[src/rtl/rvfi_bus_responder.sv]
// Multi-channel Wishbone classic/registered-burst responder with bounded wait and master protocol checks.
// Define RVFI_BUS_ERR_EN to add the rand_err input and enable error terminations.
module rvfi_bus_responder #(
   parameter int NCHAN    = 2,
   parameter int ADR_W    = 30,
   parameter int DAT_W    = 32,
   parameter int MAX_WAIT = 2,
   parameter int CNT_W    = 2,
   localparam int SEL_W   = DAT_W / 8
) (
   input  logic                     clock,
   input  logic                     reset,
   input  logic [NCHAN-1:0]         cyc,
   input  logic [NCHAN-1:0]         stb,
   input  logic [NCHAN-1:0]         we,
   input  logic [NCHAN*ADR_W-1:0]   adr,
   input  logic [NCHAN*SEL_W-1:0]   sel,
   input  logic [NCHAN*DAT_W-1:0]   dat_w,
   input  logic [NCHAN*3-1:0]       cti,
   input  logic [NCHAN*2-1:0]       bte,
   input  logic [NCHAN-1:0]         rand_ack,
   input  logic [NCHAN*DAT_W-1:0]   rand_dat,
`ifdef RVFI_BUS_ERR_EN
   input  logic [NCHAN-1:0]         rand_err,
`endif
   output logic [NCHAN-1:0]         ack,
   output logic [NCHAN-1:0]         err,
   output logic [NCHAN*DAT_W-1:0]   dat_r,
   output logic [NCHAN*CNT_W-1:0]   wait_cnt,
   output logic [NCHAN-1:0]         proto_err
);

   typedef enum logic [1:0] {
      ST_IDLE  = 2'd0,
      ST_WAIT  = 2'd1,
      ST_BURST = 2'd2
   } state_t;

   localparam logic [2:0] CTI_INCR = 3'b010;

   for (genvar gi = 0; gi < NCHAN; gi++) begin : g_chan
      state_t             state_q, state_d;
      logic [CNT_W-1:0]   wait_cnt_q, wait_cnt_d;
      logic [ADR_W-1:0]   cap_adr_q, cap_adr_d;
      logic               cap_we_q, cap_we_d;
      logic [SEL_W-1:0]   cap_sel_q, cap_sel_d;
      logic [DAT_W-1:0]   cap_dat_q, cap_dat_d;
      logic               beat_q, beat_d;
      logic               proto_err_q, proto_err_d;

      logic               c_cyc, c_stb, c_we;
      logic [ADR_W-1:0]   c_adr, next_adr;
      logic [SEL_W-1:0]   c_sel;
      logic [DAT_W-1:0]   c_dat, c_dat_r;
      logic [2:0]         c_cti;
      logic [1:0]         c_bte;
      logic               active, forced, c_ack, c_err, term;
      logic               burst_req, bad_bte, stable, violation;

      assign c_cyc    = cyc[gi];
      assign c_stb    = stb[gi];
      assign c_we     = we[gi];
      assign c_adr    = adr[gi*ADR_W +: ADR_W];
      assign c_sel    = sel[gi*SEL_W +: SEL_W];
      assign c_dat    = dat_w[gi*DAT_W +: DAT_W];
      assign c_cti    = cti[gi*3 +: 3];
      assign c_bte    = bte[gi*2 +: 2];
      assign active   = c_cyc & c_stb;
      assign next_adr = cap_adr_q + ADR_W'(1);

      assign burst_req = (c_cti == CTI_INCR) && (c_bte == 2'b00);
      assign bad_bte   = active && (c_cti == CTI_INCR) && (c_bte != 2'b00);
      assign stable    = (c_adr == cap_adr_q) && (c_we == cap_we_q) && (c_sel == cap_sel_q)
                         && (!cap_we_q || (c_dat == cap_dat_q));

      // Termination is purely combinational so a beat completes in the cycle it is presented.
      always_comb begin
         c_err = 1'b0;
`ifdef RVFI_BUS_ERR_EN
         c_err = active & rand_err[gi];
`endif
         forced     = active & (wait_cnt_q == CNT_W'(MAX_WAIT));
         c_ack      = active & (rand_ack[gi] | forced) & ~c_err;
         term       = c_ack | c_err;
         c_dat_r    = (c_ack & ~c_we) ? rand_dat[gi*DAT_W +: DAT_W] : '0;
         wait_cnt_d = (!active || term) ? '0 : wait_cnt_q + CNT_W'(1);
      end

      always_comb begin
         state_d   = state_q;
         cap_adr_d = cap_adr_q;
         cap_we_d  = cap_we_q;
         cap_sel_d = cap_sel_q;
         cap_dat_d = cap_dat_q;
         beat_d    = beat_q;
         violation = bad_bte;

         case (state_q)
            ST_IDLE: begin
               if (active && !term) begin
                  cap_adr_d = c_adr;
                  cap_we_d  = c_we;
                  cap_sel_d = c_sel;
                  cap_dat_d = c_dat;
                  state_d   = ST_WAIT;
               end else if (c_ack && burst_req) begin
                  cap_adr_d = c_adr;
                  beat_d    = 1'b0;
                  state_d   = ST_BURST;
               end
            end

            ST_WAIT: begin
               if (!c_cyc) begin
                  state_d = ST_IDLE;
               end else if (!c_stb) begin
                  violation = 1'b1;
                  state_d   = ST_IDLE;
               end else begin
                  if (!stable) violation = 1'b1;
                  if (term) begin
                     if (c_ack && burst_req) begin
                        cap_adr_d = c_adr;
                        beat_d    = 1'b0;
                        state_d   = ST_BURST;
                     end else begin
                        state_d = ST_IDLE;
                     end
                  end
               end
            end

            // beat_q marks a beat already presented but not yet terminated; before that,
            // cap_adr_q holds the previous beat's address and the new one must follow it.
            ST_BURST: begin
               if (!c_cyc) begin
                  beat_d  = 1'b0;
                  state_d = ST_IDLE;
               end else if (!c_stb) begin
                  if (beat_q) begin
                     violation = 1'b1;
                     beat_d    = 1'b0;
                     state_d   = ST_IDLE;
                  end
               end else begin
                  if (beat_q ? !stable : (c_adr != next_adr)) violation = 1'b1;
                  if (term) begin
                     beat_d = 1'b0;
                     if (c_ack && burst_req) begin
                        cap_adr_d = c_adr;
                     end else begin
                        state_d = ST_IDLE;
                     end
                  end else if (!beat_q) begin
                     cap_adr_d = c_adr;
                     cap_we_d  = c_we;
                     cap_sel_d = c_sel;
                     cap_dat_d = c_dat;
                     beat_d    = 1'b1;
                  end
               end
            end

            default: begin
               beat_d  = 1'b0;
               state_d = ST_IDLE;
            end
         endcase

         proto_err_d = proto_err_q | violation;
      end

      always_ff @(posedge clock or posedge reset) begin
         if (reset) begin
            state_q     <= ST_IDLE;
            wait_cnt_q  <= '0;
            cap_adr_q   <= '0;
            cap_we_q    <= 1'b0;
            cap_sel_q   <= '0;
            cap_dat_q   <= '0;
            beat_q      <= 1'b0;
            proto_err_q <= 1'b0;
         end else begin
            state_q     <= state_d;
            wait_cnt_q  <= wait_cnt_d;
            cap_adr_q   <= cap_adr_d;
            cap_we_q    <= cap_we_d;
            cap_sel_q   <= cap_sel_d;
            cap_dat_q   <= cap_dat_d;
            beat_q      <= beat_d;
            proto_err_q <= proto_err_d;
         end
      end

      assign ack[gi]                      = c_ack;
      assign err[gi]                      = c_err;
      assign dat_r[gi*DAT_W +: DAT_W]     = c_dat_r;
      assign wait_cnt[gi*CNT_W +: CNT_W]  = wait_cnt_q;
      assign proto_err[gi]                = proto_err_q;
   end

endmodule
[config.mk]
export PLATFORM = sky130hd
export DESIGN_NAME = rvfi_bus_responder
export DESIGN_NICKNAME = d
export VERILOG_FILES = /design/src/rtl/rvfi_bus_responder.sv
export SDC_FILE = /design/constraint.sdc
export NUM_CORES = 1
export LEC_CHECK = 0
export BUFFER_PORTS_ARGS = -buffer_cell sky130_fd_sc_hd__buf_2
export CORE_ASPECT_RATIO = 0.9
export CORE_MARGIN = 2
export CORE_UTILIZATION = 54
export DETAILED_ROUTE_END_ITERATION = 16
export GPL_TIMING_DRIVEN = 0
export PLACE_DENSITY = 0.91
export REMOVE_ABC_BUFFERS = 1
export SETUP_SLACK_MARGIN = 0.15
export SYNTH_ARGS = -nofsm -noshare
export SYNTH_HDL_FRONTEND = slang
export SYNTH_SLANG_ARGS = --single-unit
[constraint.sdc]
create_clock -name clock -period 6 [get_ports clock]
set_clock_uncertainty 0.15 [all_clocks]
set_input_delay 0.9 -clock clock [delete_from_list [all_inputs] [get_ports clock]]
set_output_delay 0.9 -clock clock [all_outputs]
set_load 0.01 [all_outputs]
; ---- Word level (Yosys, flattened, before mapping)
; Index checks and enable logic that the tools add are counted.
; Widths: inputs -> output; s select.
[word_totals]
out_inout_bits = 74
register_bits = 146
[classes]
n_mux = 120
eq_ne = 48
reduce_logical = 46
bitwise_logic = 14
addsub = 4
[ops]
columns = operator, count
row1 = $mux 30, 18
row2 = $mux 32, 12
row3 = $pmux 30 s3, 2
row4 = $pmux 32 s2, 2
row5 = $eq 32x32->1, 2
row6 = $add 30x1->30 const B, 2
row7 = $eq 30x30->1, 2
row8 = $ne 30x30->1, 2
row9 = $mux 2, 24
row10 = $mux 1, 42
row11 = $mux 4, 10
row12 = $ne 2x2->1 const B, 18
row13 = $ne 4x4->1 const B, 8
row14 = $logic_and 1x1->1, 16
row15 = $pmux 4 s2, 2
row16 = $reduce_and 7->1, 2
row17 = $ne 3x3->1 const B, 4
row18 = $pmux 2 s3, 2
row19 = $reduce_and 6->1, 2
row20 = $reduce_and 5->1, 2
row21 = $and 1x1->1, 8
row22 = $eq 2x2->1 const B, 4
row23 = $eq 4x4->1, 2
row24 = $logic_not 1->1, 8
row25 = 13 further kinds, 36

; ---- Logic depth before layout (Yosys ltp)
[depth]
depth_word = 11
mapped_depth = 13

; ---- Worst setup path after synthesis
; Ideal clock, no wire load.
[synth_path]
path_kind = input -> register
from = in stb[0]
to = reg g_chan[0].cap_adr_q[12]
arrival_ps = 3000
required_ps = 5784
setup_time_ps = 66
n_path_buf = 2
setup_slack_ps = 2784
cell_stages = 11
cell_sequence = and2_1 clkbuf_1 o21ai_0 inv_1 and3_1 a21oi_1 a21oi_1 nor2b_1 nor3_1 clkbuf_1 a22o_1
[synth_between]
elab_chain_cells = 10
[synth_lines]
columns = element, line_no
row1 = "start, declared", 14  ; input logic [NCHAN-1:0] stb,
row2 = $and 1x1->1 (*), 68  ; assign active = c_cyc & c_stb;
row3 = $and 1x1->1, 82  ; forced = active & (wait_cnt_q == CNT_W'(MAX_WAIT));
row4 = $or 1x1->1, 83  ; c_ack = active & (rand_ack[gi] | forced) & ~c_err;
row5 = $and 1x1->1 (*), 83
row6 = net g_chan[0].c_ack, 57  ; logic active, forced, c_ack, c_err, term;
row7 = $logic_and 1x1->1, "106, 122, 149"
row8 = $mux 30, --
row9 = $mux 30 (on tied branches) (3 in series), --
row10 = $pmux 30 s3, 98  ; case (state_q)
row11 = "end signal, assigned", 186  ; cap_adr_q <= cap_adr_d;
row12 = "end, declared", 44  ; logic [ADR_W-1:0] cap_adr_q, cap_adr_d;
; The timed path passes the listed nets; every way through them passes the cells marked *. The select of a mux whose other input is x is not followed.
; A chain may end at the register's enable or synchronous reset.

; ---- Final worst setup path
[layout_path]
from = in stb[1]
to = reg g_chan[1].cap_adr_q[29]
[layout_between]
elab_chain_cells = 10
[layout_lines]
columns = element, line_no
row1 = $and 1x1->1, 68
row2 = $and 1x1->1, 82
row3 = $or 1x1->1, 83
row4 = $and 1x1->1, 83
row5 = $logic_and 1x1->1, "106, 122, 149"
row6 = $mux 30, --
row7 = $mux 30 (on tied branches) (3 in series), --
row8 = $pmux 30 s3, 98
row9 = "end signal, assigned", 186
row10 = "end, declared", 44
; Several ways; a longest one is shown, not always the timed one. The select of a mux whose other input is x is not followed.

==> flow_summary.html <==
<table>
<tr><th>Metric</th><th>Value</th></tr>
<tr><th colspan="2">Outcome</th></tr>
<tr><td>Status</td><td>complete, no violations</td></tr>
<tr><th colspan="2">Drt</th></tr>
<tr><td>Number of iterations in the first detailed-routing pass</td><td>6</td></tr>
<tr><td>Detailed Route WL</td><td>34,000 µm</td></tr>
<tr><td>Routed via count divided by cell count</td><td>between 6 and 7</td></tr>
<tr><td>DRC Markers</td><td>0</td></tr>
<tr><td>Number of design-rule violations left by the first detailed-router iteration</td><td>1,147</td></tr>
<tr><td>WL/cell</td><td>19.5 µm</td></tr>
<tr><td>Remaining antenna violation count after routing</td><td>0</td></tr>
<tr><td>Via count of the routed design</td><td>10,850</td></tr>
<tr><th colspan="2">Global route</th></tr>
<tr><td>Number of antenna violations at the first check in global routing</td><td>6</td></tr>
<tr><td>GR met2 Demand/Resource</td><td>around half</td></tr>
<tr><td>Total global-route track usage</td><td>30.9%</td></tr>
<tr><td>Met1 GRT Util</td><td>about two fifths</td></tr>
<tr><td>Global-route wire length before repair</td><td>about 54,000 µm</td></tr>
<tr><td>Number of global-route vias before repair</td><td>10,112</td></tr>
<tr><td>Gr busiest metal</td><td>met2</td></tr>
<tr><td>Met3 track demand over resource</td><td>between 6 and 7%</td></tr>
<tr><td>Final global-route overflow total</td><td>0</td></tr>
<tr><td>Maximum number of pins on one net before global-route repair</td><td>85</td></tr>
<tr><th colspan="2">Yosys</th></tr>
<tr><td>Distinct cells, synth</td><td>65</td></tr>
<tr><td>Total of flip-flops plus latches after synthesis</td><td>146</td></tr>
<tr><td>Count of flip-flops with a built-in enable after synthesis</td><td>0</td></tr>
<tr><td>Area leader, netlist</td><td>sky130_fd_sc_hd__dfrtp_1</td></tr>
<tr><td>Share of synthesized flip-flops with an asynchronous set or reset</td><td>100%</td></tr>
<tr><td>Most area-consuming cells after synthesis</td><td>sky130_fd_sc_hd__dfrtp_1 33%, sky130_fd_sc_hd__mux2_2 9.8%, sky130_fd_sc_hd__xor2_1 8.5%</td></tr>
<tr><td>Top cells by instance count after synthesis</td><td>146 x sky130_fd_sc_hd__dfrtp_1, 113 x sky130_fd_sc_hd__nand2_1, 107 x sky130_fd_sc_hd__xor2_1</td></tr>
<tr><td>Share of the synthesized area in the top cell type</td><td>33.0%</td></tr>
<tr><td>Mapped cell area</td><td>between 10,000 and 15,000 µm²</td></tr>
<tr><td>Post-Synthesis Mean Instance Area</td><td>8.85 µm²</td></tr>
<tr><td>YS warnings</td><td>0</td></tr>
<tr><td>Dominant register cell in the synthesized netlist</td><td>sky130_fd_sc_hd__dfrtp_1</td></tr>
<tr><td>Share of the yosys chip area belonging to registers</td><td>around 33%</td></tr>
<tr><td>Most common cell in the netlist</td><td>sky130_fd_sc_hd__dfrtp_1</td></tr>
<tr><td>Count of mapped cells out of synthesis</td><td>1,252</td></tr>
<tr><th colspan="2">Cells and area</th></tr>
<tr><td>Syn-to-layout area delta</td><td>19.8%</td></tr>
<tr><td>End-of-flow core utilization</td><td>66.2%</td></tr>
<tr><td>Cell area after layout</td><td>13,300 µm²</td></tr>
<tr><td>Layout cells sized above 1</td><td>29.9%</td></tr>
<tr><td>Count of nets after finishing</td><td>~1,700</td></tr>
<tr><th colspan="2">Worst setup path</th></tr>
<tr><td>Data required time of the critical path</td><td>6.16 ns</td></tr>
<tr><td>Buffers and inverters on the worst path</td><td>1</td></tr>
<tr><td>Slowest cell on the critical path</td><td>sky130_fd_sc_hd__or4_1</td></tr>
<tr><td>Maximum cell stage delay along the critical path</td><td>0.91 ns</td></tr>
<tr><td>Maximum fanout along the worst path</td><td>22</td></tr>
<tr><td>Cell family contributing the most delay on the critical path</td><td>simple AND/OR/NAND/NOR gates</td></tr>
<tr><td>Cell with the most instances on the worst path</td><td>sky130_fd_sc_hd__nand2_1</td></tr>
<tr><td>Data arrival at the endpoint of the critical path</td><td>between 4 and 5 ns</td></tr>
<tr><td>Crit end category</td><td>flip-flop</td></tr>
<tr><td>Worst Path Class, Setup</td><td>input port to flip-flop</td></tr>
<tr><td>Element type at the critical path start</td><td>input port</td></tr>
<tr><td>Worst-path cell chain</td><td>buf_2 &gt; nand2_1 &gt; or2_2 &gt; or4_1 &gt; nand2_1 &gt; nand2_1 &gt; o22a_1 &gt; o22ai_1 &gt; nor2_1</td></tr>
<tr><th colspan="2">Floorplan</th></tr>
<tr><td>Starting utilization of the core area</td><td>55.3%</td></tr>
<tr><td>I/O pins</td><td>a little under 300</td></tr>
<tr><td>Die outline area</td><td>21,700 µm²</td></tr>
<tr><td>Std-Cell Rows</td><td>49</td></tr>
<tr><td>Chip width</td><td>155 µm</td></tr>
<tr><td>Die boundary height</td><td>140 µm</td></tr>
<tr><td>Std-Cell Core Area</td><td>20,000 µm²</td></tr>
<tr><th colspan="2">Power and ir drop</th></tr>
<tr><td>Standby leakage power</td><td>around 6 nW</td></tr>
<tr><td>Power per cell area</td><td>394 nW/µm²</td></tr>
<tr><td>Worst IR Drop VDD</td><td>262 µV</td></tr>
<tr><td>PnR Total Power</td><td>0.00523 W</td></tr>
<tr><th colspan="2">Placement</th></tr>
<tr><td>IO Port Bufs</td><td>287</td></tr>
<tr><td>DP Wirelength</td><td>25,200 µm</td></tr>
<tr><td>Placed cell areas</td><td>12,600 µm²</td></tr>
<tr><td>Final weighted congestion in routability-driven placement</td><td>0.969</td></tr>
<tr><th colspan="2">Timing</th></tr>
<tr><td>Number of pins exceeding their max-slew limit in the final report</td><td>0</td></tr>
<tr><td>Slew at the pin closest to its max-slew limit</td><td>about 1.3 ns</td></tr>
<tr><td>Minimum period implied by the final worst setup slack</td><td>4.44 ns</td></tr>
<tr><td>Final setup violating endpoints</td><td>0</td></tr>
<tr><td>Fraction of the cycle the final worst path needs</td><td>74.0%</td></tr>
<tr><td>Final hold slack</td><td>0.305 ns</td></tr>
<tr><td>Final Hold Viols</td><td>0</td></tr>
<tr><td>Relative max-transition margin</td><td>10.1%</td></tr>
<tr><td>Achievable clock frequency</td><td>0.225 GHz</td></tr>
<tr><td>Setup repair after global routing missed its margin</td><td>false</td></tr>
<tr><th colspan="2">CTS</th></tr>
<tr><td>Cts bufs inserted</td><td>17</td></tr>
<tr><td>Post-cts sizing count</td><td>0</td></tr>
<tr><td>Root buffer cell</td><td>sky130_fd_sc_hd__clkbuf_16</td></tr>
<tr><td>Clock Sink Count</td><td>146</td></tr>
<tr><td>Max Buffers Root-to-Sink</td><td>2</td></tr>
<tr><td>TritonCTS clock tree</td><td>yes</td></tr>
<tr><td>H-tree Lvls</td><td>4</td></tr>
<tr><td>Clk Latency, worst-skew pair</td><td>0.43 ns</td></tr>
<tr><td>Hold buffer count at CTS</td><td>0</td></tr>
<tr><td>Postcts setup bufs</td><td>0</td></tr>
<tr><td>Clock-pin slew on the worst setup and hold paths</td><td>around 0.080 ns</td></tr>
<tr><th colspan="2">Hold path</th></tr>
<tr><td>Min-delay worst type</td><td>flip-flop to flip-flop</td></tr>
<tr><th colspan="2">Job</th></tr>
<tr><td># Max-Cap Violations</td><td>0</td></tr>
</table>
sequential cells by signal (all words and copies together), names as in the netlist:
register and count:
g_chan.cap_dat_q 64, g_chan.cap_sel_q 8, g_chan.wait_cnt_q 4, g_chan.beat_q 2, g_chan.proto_err_q 2, g_chan.cap_adr_q 60
g_chan.state_q 4, g_chan.cap_we_q 2
cell type report:
class                   count  area (µm²)
flip-flops and latches    146        3650
repair buffers            295        1570
inverters                  23        91.3
diodes                      4        10.0
clock buffers              17         425
clock inverters            15         191
fillers                  1613        6770
multi-input cells         991        7010
well taps                 255         319
report_power, final:
group	leakage [nW]	switching [W]	total [W]	internal, W
combinational	3.88	0.00116	0.00218	0.00102
sequential	1.80	0.000512	0.00191	0.00140
clock	0.302	0.000508	0.00115	0.000637
metrics by stage:
| step | instances | setup slack (ns) | setup TNS [ns] |
|---|---|---|---|
| 6_report | 1746 | 1.56 | 0 |
| 5_1_grt | 1746 | 1.40 | 0 |
| 4_1_cts | 1742 | 1.68 | 0 |
| 3_5_place_dp | 1710 | 1.22 | 0 |
| 3_3_place_gp | 1702 | -0.897 | -147.19 |
| 2_1_floorplan | 1160 | 1.03 | 0 |
per-layer routing:
metal | vias up | wire length [µm]
met5 | - | 24
met4 | 4 | 1120
met3 | 93 | 3350
met2 | 641 | 15900
met1 | 5143 | 13700
li1 | 4969 | -
worst register-to-register path: cells and delay by family, from the launching register on:
kind                       cells  cell delay (ns)
and+or+nand+nor                6             2.91
AOI/OAI and AO/OA              2             0.56
DFF                            1             0.39
adders and majority gates      1             0.16
buffers and inverters          1             0.06
cell families after synthesis:
kind of cell | Yosys count | synth area share, %
simple gates | 460 | 21.6
compound gates | 239 | 15.2
xor+xnor | 158 | 12.6
flops | 146 | 33.0
mux | 121 | 12.0
buf+inv | 116 | 4.26
fa+ha+maj | 11 | 1.24
other cells | 1 | 0.0339
layout by cell type, fill, tap and decap left out, types with 25 or more instances in the layout:
master / n
sky130_fd_sc_hd__xor2_1: 107
sky130_fd_sc_hd__and2_1: 66
sky130_fd_sc_hd__a22o_1: 41
sky130_fd_sc_hd__nand2_1: 113
sky130_fd_sc_hd__buf_2: 287
sky130_fd_sc_hd__a21oi_1: 44
sky130_fd_sc_hd__nand3_1: 30
sky130_fd_sc_hd__nor4_1: 41
sky130_fd_sc_hd__xnor2_1: 50
sky130_fd_sc_hd__o21ai_0: 43
sky130_fd_sc_hd__nand4_1: 35
sky130_fd_sc_hd__mux2_2: 96
sky130_fd_sc_hd__dfrtp_1: 146
sky130_fd_sc_hd__nor3_1: 27
sky130_fd_sc_hd__mux2i_1: 25
sky130_fd_sc_hd__nor2_1: 76
path summary, 6_finish.rpt:
kind                                               from                       to  slack [ns]  cells past startpoint
worst min register to register  g_chan[1].wait_cnt_q[0]  g_chan[1].wait_cnt_q[0]        0.31                      1
max in group asynchronous                         reset   g_chan[1].cap_dat_q[9]        4.41                      3
worst max register to register  g_chan[1].wait_cnt_q[0]  g_chan[1].cap_adr_q[29]        1.64                     10
worst max-delay path                             stb[1]  g_chan[1].cap_adr_q[29]        1.56                      9
min in group asynchronous                         reset  g_chan[1].wait_cnt_q[0]        0.45                      2
worst min-delay path            g_chan[1].wait_cnt_q[0]  g_chan[1].wait_cnt_q[0]        0.31                      1
No activity file was read; power rests on OpenSTA's default activity.
